===== src/rtl/uart_pkg.sv =====
// Shared UART definitions: FSM state encoding, default frame geometry and a
// frame-length helper. Used by both the transmitter and the receiver.
// Build option: define UART_TX_PARITY_EN to add an even-parity bit per frame
// (state encoding widens to 3 bits and gains PARITY).
package uart_pkg;

   localparam int DEFAULT_CLKS_PER_BIT = 16;
   localparam int DEFAULT_DATA_BITS    = 8;

`ifdef UART_TX_PARITY_EN
   localparam int STATE_W             = 3;
   // start + parity + stop
   localparam int FRAME_OVERHEAD_BITS = 3;
   typedef enum logic [STATE_W-1:0] {
      IDLE   = 3'd0,
      START  = 3'd1,
      DATA   = 3'd2,
      STOP   = 3'd3,
      PARITY = 3'd4
   } uart_state_e;
`else
   localparam int STATE_W             = 2;
   // start + stop
   localparam int FRAME_OVERHEAD_BITS = 2;
   typedef enum logic [STATE_W-1:0] {
      IDLE  = 2'd0,
      START = 2'd1,
      DATA  = 2'd2,
      STOP  = 2'd3
   } uart_state_e;
`endif

   // Clock cycles from the first start-bit cycle back to IDLE.
   localparam int DEFAULT_FRAME_CYCLES =
      (FRAME_OVERHEAD_BITS + DEFAULT_DATA_BITS) * DEFAULT_CLKS_PER_BIT;

   function automatic int frame_cycles(input int clks_per_bit, input int data_bits);
      return (FRAME_OVERHEAD_BITS + data_bits) * clks_per_bit;
   endfunction

endpackage


===== src/rtl/uart_baud_tick.sv =====
// Bit-period counter: counts 0..CLKS_PER_BIT-1 while enabled and emits a
// single-cycle tick on the terminal count, wrapping to zero. A synchronous
// clear holds it at zero (used to restart the period on state entry).
module uart_baud_tick #(
   parameter int CLKS_PER_BIT = 16
) (
   input  logic clk,
   input  logic rst_n,
   input  logic ena_i,
   input  logic clr_i,
   output logic tick_o
);

   localparam int CW = $clog2(CLKS_PER_BIT);
   localparam logic [CW-1:0] TERM = CW'(CLKS_PER_BIT - 1);

   logic [CW-1:0] cnt_q;
   logic [CW-1:0] cnt_d;

   assign tick_o = ena_i && (cnt_q == TERM);

   // Next count: clear wins, terminal count wraps, otherwise advance when enabled.
   always_comb begin
      cnt_d = cnt_q;
      if (clr_i) begin
         cnt_d = '0;
      end else if (tick_o) begin
         cnt_d = '0;
      end else if (ena_i) begin
         cnt_d = cnt_q + CW'(1);
      end
   end

   // Counter register, asynchronously reset to zero.
   always_ff @(posedge clk or negedge rst_n) begin
      if (!rst_n) begin
         cnt_q <= '0;
      end else begin
         cnt_q <= cnt_d;
      end
   end

endmodule


===== src/rtl/uart_transmitter.sv =====
// UART transmit serializer. Accepts a byte over valid/ready and sends an
// 8N1 frame LSB-first on a registered tx line (idle high).
// Build option: define UART_TX_PARITY_EN to insert an even-parity bit
// between the last data bit and the stop bit.
module uart_transmitter
   import uart_pkg::*;
#(
   parameter int CLKS_PER_BIT = DEFAULT_CLKS_PER_BIT,
   parameter int DATA_BITS    = DEFAULT_DATA_BITS
) (
   input  logic                 clk,
   input  logic                 rst_n,
   input  logic                 ena,
   input  logic [DATA_BITS-1:0] data_in,
   input  logic                 valid_in,
   output logic                 ready_out,
   output logic                 tx,
   output logic                 busy
);

   localparam int IW = (DATA_BITS > 1) ? $clog2(DATA_BITS) : 1;
   localparam logic [IW-1:0] LAST_IDX = IW'(DATA_BITS - 1);

   uart_state_e          state_q;
   logic                 tx_q;
   logic [DATA_BITS-1:0] shift_q;
   logic [IW-1:0]        idx_q;
   logic                 tick;
   logic [DATA_BITS-1:0] shift_shr;
`ifdef UART_TX_PARITY_EN
   logic                 parity_q;
`endif

   // The period counter idles at zero, so every frame starts a fresh period;
   // later state changes happen on the tick, where the counter wraps itself.
   uart_baud_tick #(
      .CLKS_PER_BIT(CLKS_PER_BIT)
   ) u_baud_tick (
      .clk   (clk),
      .rst_n (rst_n),
      .ena_i (ena),
      .clr_i (state_q == IDLE),
      .tick_o(tick)
   );

   assign shift_shr = shift_q >> 1;
   assign ready_out = (state_q == IDLE) && ena && rst_n;
   assign busy      = (state_q != IDLE);
   assign tx        = tx_q;

   // Frame sequencer: tx is registered so each level appears the cycle after
   // the decision; everything freezes while ena is low.
   always_ff @(posedge clk or negedge rst_n) begin
      if (!rst_n) begin
         state_q  <= IDLE;
         tx_q     <= 1'b1;
         shift_q  <= '0;
         idx_q    <= '0;
`ifdef UART_TX_PARITY_EN
         parity_q <= 1'b0;
`endif
      end else if (ena) begin
         case (state_q)
            IDLE: begin
               tx_q <= 1'b1;
               if (valid_in) begin
                  shift_q  <= data_in;
                  idx_q    <= '0;
                  tx_q     <= 1'b0;
                  state_q  <= START;
`ifdef UART_TX_PARITY_EN
                  parity_q <= ^data_in;
`endif
               end
            end
            START: begin
               if (tick) begin
                  tx_q    <= shift_q[0];
                  state_q <= DATA;
               end
            end
            DATA: begin
               if (tick) begin
                  shift_q <= shift_shr;
                  if (idx_q == LAST_IDX) begin
                     idx_q   <= '0;
`ifdef UART_TX_PARITY_EN
                     tx_q    <= parity_q;
                     state_q <= PARITY;
`else
                     tx_q    <= 1'b1;
                     state_q <= STOP;
`endif
                  end else begin
                     idx_q <= idx_q + IW'(1);
                     tx_q  <= shift_shr[0];
                  end
               end
            end
`ifdef UART_TX_PARITY_EN
            PARITY: begin
               if (tick) begin
                  tx_q    <= 1'b1;
                  state_q <= STOP;
               end
            end
`endif
            STOP: begin
               if (tick) begin
                  tx_q    <= 1'b1;
                  state_q <= IDLE;
               end
            end
            default: begin
               tx_q    <= 1'b1;
               state_q <= IDLE;
            end
         endcase
      end
   end

endmodule


===== config.mk =====
export PLATFORM = sky130hd
export DESIGN_NAME = uart_transmitter
export DESIGN_NICKNAME = d
export VERILOG_FILES = /design/src/rtl/uart_pkg.sv /design/src/rtl/uart_baud_tick.sv /design/src/rtl/uart_transmitter.sv
export SDC_FILE = /design/constraint.sdc
export NUM_CORES = 1
export LEC_CHECK = 0
export CORE_ASPECT_RATIO = 1.25
export CORE_MARGIN = 2
export CORE_UTILIZATION = 57
export DETAILED_ROUTE_END_ITERATION = 7
export PLACE_DENSITY = 0.92
export SLEW_MARGIN = 10
export SYNTH_ARGS = -nofsm -noshare
export SYNTH_HDL_FRONTEND = slang
export SYNTH_SLANG_ARGS = --single-unit

===== constraint.sdc =====
create_clock -name clk -period 3.66 [get_ports clk]
set_input_delay 0.366 -clock clk [delete_from_list [all_inputs] [get_ports clk]]
set_output_delay 0.366 -clock clk [all_outputs]
set_load 0.02 [all_outputs]

==> impl_metrics.yaml, run 1 <==
run_status:
  run_status: "completed"
clock_network:
  clk-insertion-delay-late_ns: 0.29
  cts_tree: "yes"
  cts_resized: 0
  root_buffer: "clkbuf_4"
  postCtsHoldBufs: 0
  cts_sinks: 18
  cts_max_path_buffers: 2
  path_clk_slew_ns: 0.11
  cts.htree.levels: 1
  cts_made_buffers: 3
  post-cts-setup-buffer-count: 0
placed_design:
  dpl_cell_area_mm2: 0.00123
  hpwlAfterDp_um: 1530
  io_buffer_count: 14
  gp_congestion: 0.763
final_layout:
  multiInputGateArea_um2: 588
  synthToLayoutAreaGrowth_pct: 13.9
  design_area_mm2: 0.00125
  antenna_cells: 0
  most-common-layout-cells: "dfrtp_1, clkdlybuf4s50_1, mux2i_1, nand2_1"
  register_area_um2: 452
  final_util_pct: 70.1
  drive_above_1_share_pct: 11.3
  fillCellCount: 141
  layout_commonest_cell: "dfrtp_1"
  num-nets-final: 145
sta:
  fin_skew_ns: 0.0101
  worst_hold_slack_ns: 0.395
  slew_headroom_pct: 45.6
  clock.fmax_mhz: 419
  tns_ns: 0
  final-setup-viol-count: 0
  rsz0062_at_grt: "no"
  final_max_slew_viol_count: 0
  hold_viol: 0
  worst_pin_slew_ns: 0.815
  min_period_ns: 2.39
  fin_crit_sh_pct: 65.3
route:
  routedWlPerCell_um: 14.4
  via_per_inst: 5.95
  drcViolationCount: 0
  drt_wl_total_um: 2060
  ant_nets: 0
  vias: 851
  drtIter0Drc: 27
  firstDrtPassIters: 4
critical_path:
  arrival_ns: 2.02
  cp.required_ns: 3.29
  worstSetupStartpointType: "flop"
  worst-r2r-cell-count: 6
  path_max_fanout: 10
  ff2ff_setup_slack_ns: 1.47
  reg2reg_from: "state_q[0]"
  cp-endpoint: "ready_out"
  crit_start: "state_q[1]"
  crit_path_end_kind: "primary output"
  worstSetupPathType: "reg2out"
  r2r_end: "shift_q[0]"
floorplanning:
  die_area_mm2: 0.00230
  pin_count: 15
  initial_core_util_pct: 61.6
  placementRows: 17
  core_area_mm2: 0.00179
  fp.dieH_um: 53.1
  die_w_um: 43.3
yosys:
  postSynthCellCount: 111
  synth-edff-count: 0
  syn-num-nets: 131
  ys_seq_area_share_pct: 41.1
  syn_area_mm2: 0.00110
  syn_area_per_cell_um2: 9.91
  async_flop_share_pct: 100
  synthFlopType: "dfrtp_1"
  synth_cell_type_count: 36
  yosysWarnings: 0
  synth_seq_cells: 18
power:
  power.density_mw_per_mm2: 788
  leakagePower_nw: 0.586
  pwr-share-seq_pct: 38.0
  comb_power_share_pct: 51.4
  swShare_pct: 42.4
  power.switching_uw: 419
  vdd_drop_max_v: 0.000452
  p_int_uw: 569
  power.share.clock_pct: 10.5
global_route:
  antenna_found_initial: 0
  grt_max_degree: 22
  grt-ovfl-total: 0
  grt_pass1_vias: 821
  grt.total_usage_pct: 20.8
  grt_pass1_wl_um: 3520
run:
  drv_cap: 0
worst_hold_path:
  holdCritPathClass: "in2async"
==> power groups by stage <==
stage	logic (mW)	registers [mW]	clock network, mW
floorplan	0.408	0.363	0
global placement	0.482	0.369	0
detailed placement	0.508	0.379	0
CTS	0.511	0.374	0.107
global route	0.577	0.387	0.116
finish	0.508	0.376	0.104
==> state kept, by name, summed over array words and instances, names as in the netlist <==
| name | count |
|---|---|
| u_baud_tick.cnt_q | 4 |
| tx | 1 |
| idx_q | 3 |
| state_q | 2 |
| shift_q | 8 |
==> logic make-up after synthesis <==
kind of cell             after synthesis  synth area share [%]
flip-flops                            18                  41.1
multiplexers                           9                  8.19
AO/OA/AOI/OAI                         29                  18.5
adder cells (fa/ha/maj)                8                  9.10
buffers and inverters                 10                  5.46
AND/OR/NAND/NOR                       36                  16.8
XOR/XNOR                               1                 0.797
==> how the worst min path moves through the flow <==
| stage | start | slack (ns) | cells after the start | endpoint |
|---|---|---|---|---|
| final | rst_n | 0.40 | 2 | idx_q[1] |
| after global routing | rst_n | 0.41 | 2 | u_baud_tick.cnt_q[3] |
| after CTS | rst_n | 0.40 | 2 | u_baud_tick.cnt_q[3] |
| after detailed placement | tx | 0.51 | 1 | tx |
| after global placement | tx | 0.50 | 1 | tx |
| after floorplan | rst_n | 0.07 | 0 | idx_q[0] |
==> per-layer routing <==
metal  up-vias  track usage (%)  wire (um)
met3         2             4.10         73
met4         0             7.07         19
met2        23             37.6       1060
met1       397             24.3        904
li1        429                -          -
met5         -                0          0
==> synth_stat cells (3+ instances only) <==
cell type | count | area, um2
buf_2 | 3 | 15.0
dfrtp_1 | 17 | 425
ha_1 | 8 | 100
a21oi_2 | 3 | 26.3
a21oi_1 | 8 | 40.0
nand3_1 | 5 | 25.0
o211ai_1 | 5 | 37.5
nand2_1 | 9 | 33.8
nor2_2 | 3 | 18.8
inv_1 | 4 | 15.0
nor2_1 | 8 | 30.0
mux2i_1 | 9 | 90.1
==> per-stage QoR <==
stage	std cells	worst slack, ns	total power, mW
floorplan	111	2.04	0.771
global placement	139	1.38	0.850
detailed placement	139	1.34	0.886
CTS	143	1.27	0.993
global route	143	1.16	1.08
finish	143	1.27	0.988
==> layout make-up <==
type,instances,area share (%)
Inverter,4,1.20
Tap cell,19,1.90
Multi-Input combinational cell,83,47.0
Sequential cell,18,36.1
Timing Repair Buffer,15,11.8
Clock buffer,4,2.10
==> critical path: stages (launching register included) <==
cell,delay (ns)
dfrtp_1,0.42
inv_1,0.13
ha_1,0.39
and3_1,0.20
clkdlybuf4s50_1,0.59
No activity file was read; power rests on OpenSTA's default activity.
==> inputs of run 2 (changes only) <==
- CORE_UTILIZATION: 57 -> 53
- PLACE_DENSITY: 0.92 -> 0.87
- clock period: 3.66 -> 2.4 ns (I/O delays scaled with it)
==> run 2 against run 1 <==
Sequential power increased by 52%. Die area increased by 6.9%. Sequential cell count unchanged. Total power increased by 58%. Largest power group unchanged.
==> impl_metrics.yaml, run 2 (synthesis results as in run 1) <==
run_status:
  run_status: "completed"
clock_network:
  postCtsHoldBufs: 0
  root_buffer: "clkbuf_4"
  cts_made_buffers: 3
  path_clk_slew_ns: 0.11
  cts_tree: "yes"
  cts_max_path_buffers: 2
  cts.htree.levels: 1
  clk-insertion-delay-late_ns: 0.30
  cts_sinks: 18
final_layout:
  antenna_cells: 0
  reg_top3: "shift_q: 8 flops, u_baud_tick.cnt_q: 4 flops, idx_q: 3 flops"
  layout_commonest_cell: "dfrtp_1"
  num-nets-final: 148
  synthToLayoutAreaGrowth_pct: 17.2
  final_util_pct: 65.8
  most-common-layout-cells: "dfrtp_1, clkdlybuf4s50_1, mux2i_1, nand2_1"
  top_register: "shift_q"
  largest_reg_flops: 8
  drive_above_1_share_pct: 15.0
route:
  drcViolationCount: 0
  routedWlPerCell_um: 14.0
  vias: 861
  ant_nets: 0
  via_per_inst: 5.86
  firstDrtPassIters: 4
  drtIter0Drc: 8
  drt_wl_total_um: 2060
worst_hold_path:
  holdCritPathClass: "in2async"
global_route:
  grt.total_usage_pct: 20.2
  busiest_layer: "met2"
  use_met2_pct: 36.2
  use_met3_pct: 1.95
  antenna_found_initial: 0
  grt_pass1_wl_um: 3620
  grt_max_degree: 19
  grt_pass1_vias: 857
  grt-ovfl-total: 0
  globalRouteMet1Util_pct: 24.1
critical_path:
  slowest_stage: "clkdlybuf4s50_1"
  worstPathCellList: "inv_1 -> ha_2 -> and3_1 -> clkdlybuf4s50_1"
  worst-path-buf-inv: 2
  arrival_ns: 1.91
  crit_path_end_kind: "primary output"
  ff2ff_setup_slack_ns: 0.60
  slowest_delay_ns: 0.59
  worstSetupStartpointType: "flop"
  path_max_fanout: 10
  r2r_end: "shift_q[0]"
  worstSetupPathType: "reg2out"
  cp.required_ns: 2.16
  reg2reg_from: "state_q[0]"
  path_delay_family: "buffers and inverters"
  worst-r2r-cell-count: 6
sta:
  min_period_ns: 2.15
  final-setup-viol-count: 0
  hold_viol: 0
  slew_headroom_pct: 80.8
  rsz0062_at_grt: "no"
  tns_ns: 0
  fin_crit_sh_pct: 89.7
  final_max_slew_viol_count: 0
  worst_hold_slack_ns: 0.308
  fin_skew_ns: 0.00682
  worst_pin_slew_ns: 0.287
  clock.fmax_mhz: 465
floorplanning:
  die_w_um: 44.7
  pin_count: 15
  initial_core_util_pct: 56.1
  core_area_mm2: 0.00196
  placementRows: 18
  fp.dieH_um: 54.9
  die_area_mm2: 0.00246
placed_design:
  hpwlAfterDp_um: 1540
  gp_congestion: 0.760
  io_buffer_count: 14
power:
  vdd_drop_max_v: 0.000659
  leakagePower_nw: 0.605
  power.density_mw_per_mm2: 1210
run:
  drv_cap: 0
==> run 2: cell type report <==
cell class / count / area, um2
multi-input cells: 83 / 591
inverters: 4 / 15.0
fillers: 160 / 671
repair buffers: 18 / 170
flip-flops and latches: 18 / 452
well taps: 20 / 25.0
clock buffers: 4 / 36.3
==> run 2: timing repair <==
action | CTS | global route
setup endpoints to repair | 0 | 1
gates resized for setup | 0 | 1
buffers inserted | 0 | 0
endpoints found under the hold margin | 0 | 0
==> run 2: report_power, final <==
| part | total (mW) | internal [mW] | switching, mW |
|---|---|---|---|
| registers | 0.570 | 0.448 | 0.122 |
| clock network | 0.189 | 0.0925 | 0.0964 |
| logic | 0.805 | 0.381 | 0.424 |
==> run 2: worst register-to-register path, cell delays in order (launching register included) <==
cell	delay [ns]
dfrtp_1	0.43
inv_1	0.12
ha_2	0.30
nand2b_1	0.21
a41o_2	0.45
nor2_1	0.13
a21oi_1	0.05
==> run 2: layer usage <==
layer  up-vias  wire, um
met5         -         0
met3         4        57
li1        438         -
met1       400       872
met4         0        31
met2        19      1100
==> run 2: worst max-delay path by stage <==
stage,to,depth (start not counted),start,slack (ns)
after floorplan,shift_q[2],9,state_q[0],0.78
after global placement,ready_out,4,state_q[0],0.50
after detailed placement,ready_out,4,state_q[0],0.48
after CTS,ready_out,4,state_q[1],0.13
after global routing,ready_out,4,state_q[0],0.12
final,ready_out,4,state_q[0],0.25
==> run 2: per-stage QoR <==
stage / power (mW) / std cells / cell area (um2) / worst slack (ns)
2_1_floorplan: 1.18 / 111 / 1100 / 0.778
3_3_place_gp: 1.33 / 143 / 1250 / 0.497
3_5_place_dp: 1.38 / 143 / 1250 / 0.478
4_1_cts: 1.58 / 147 / 1290 / 0.132
5_1_grt: 1.72 / 147 / 1290 / 0.116
6_report: 1.56 / 147 / 1290 / 0.248
==> inputs of run 3 (changes only) <==
- CTS_CLUSTER_DIAMETER: default -> 120
==> results of run 3 <==
Same layout as run 2: the final DEF is identical, and so are final timing and power.
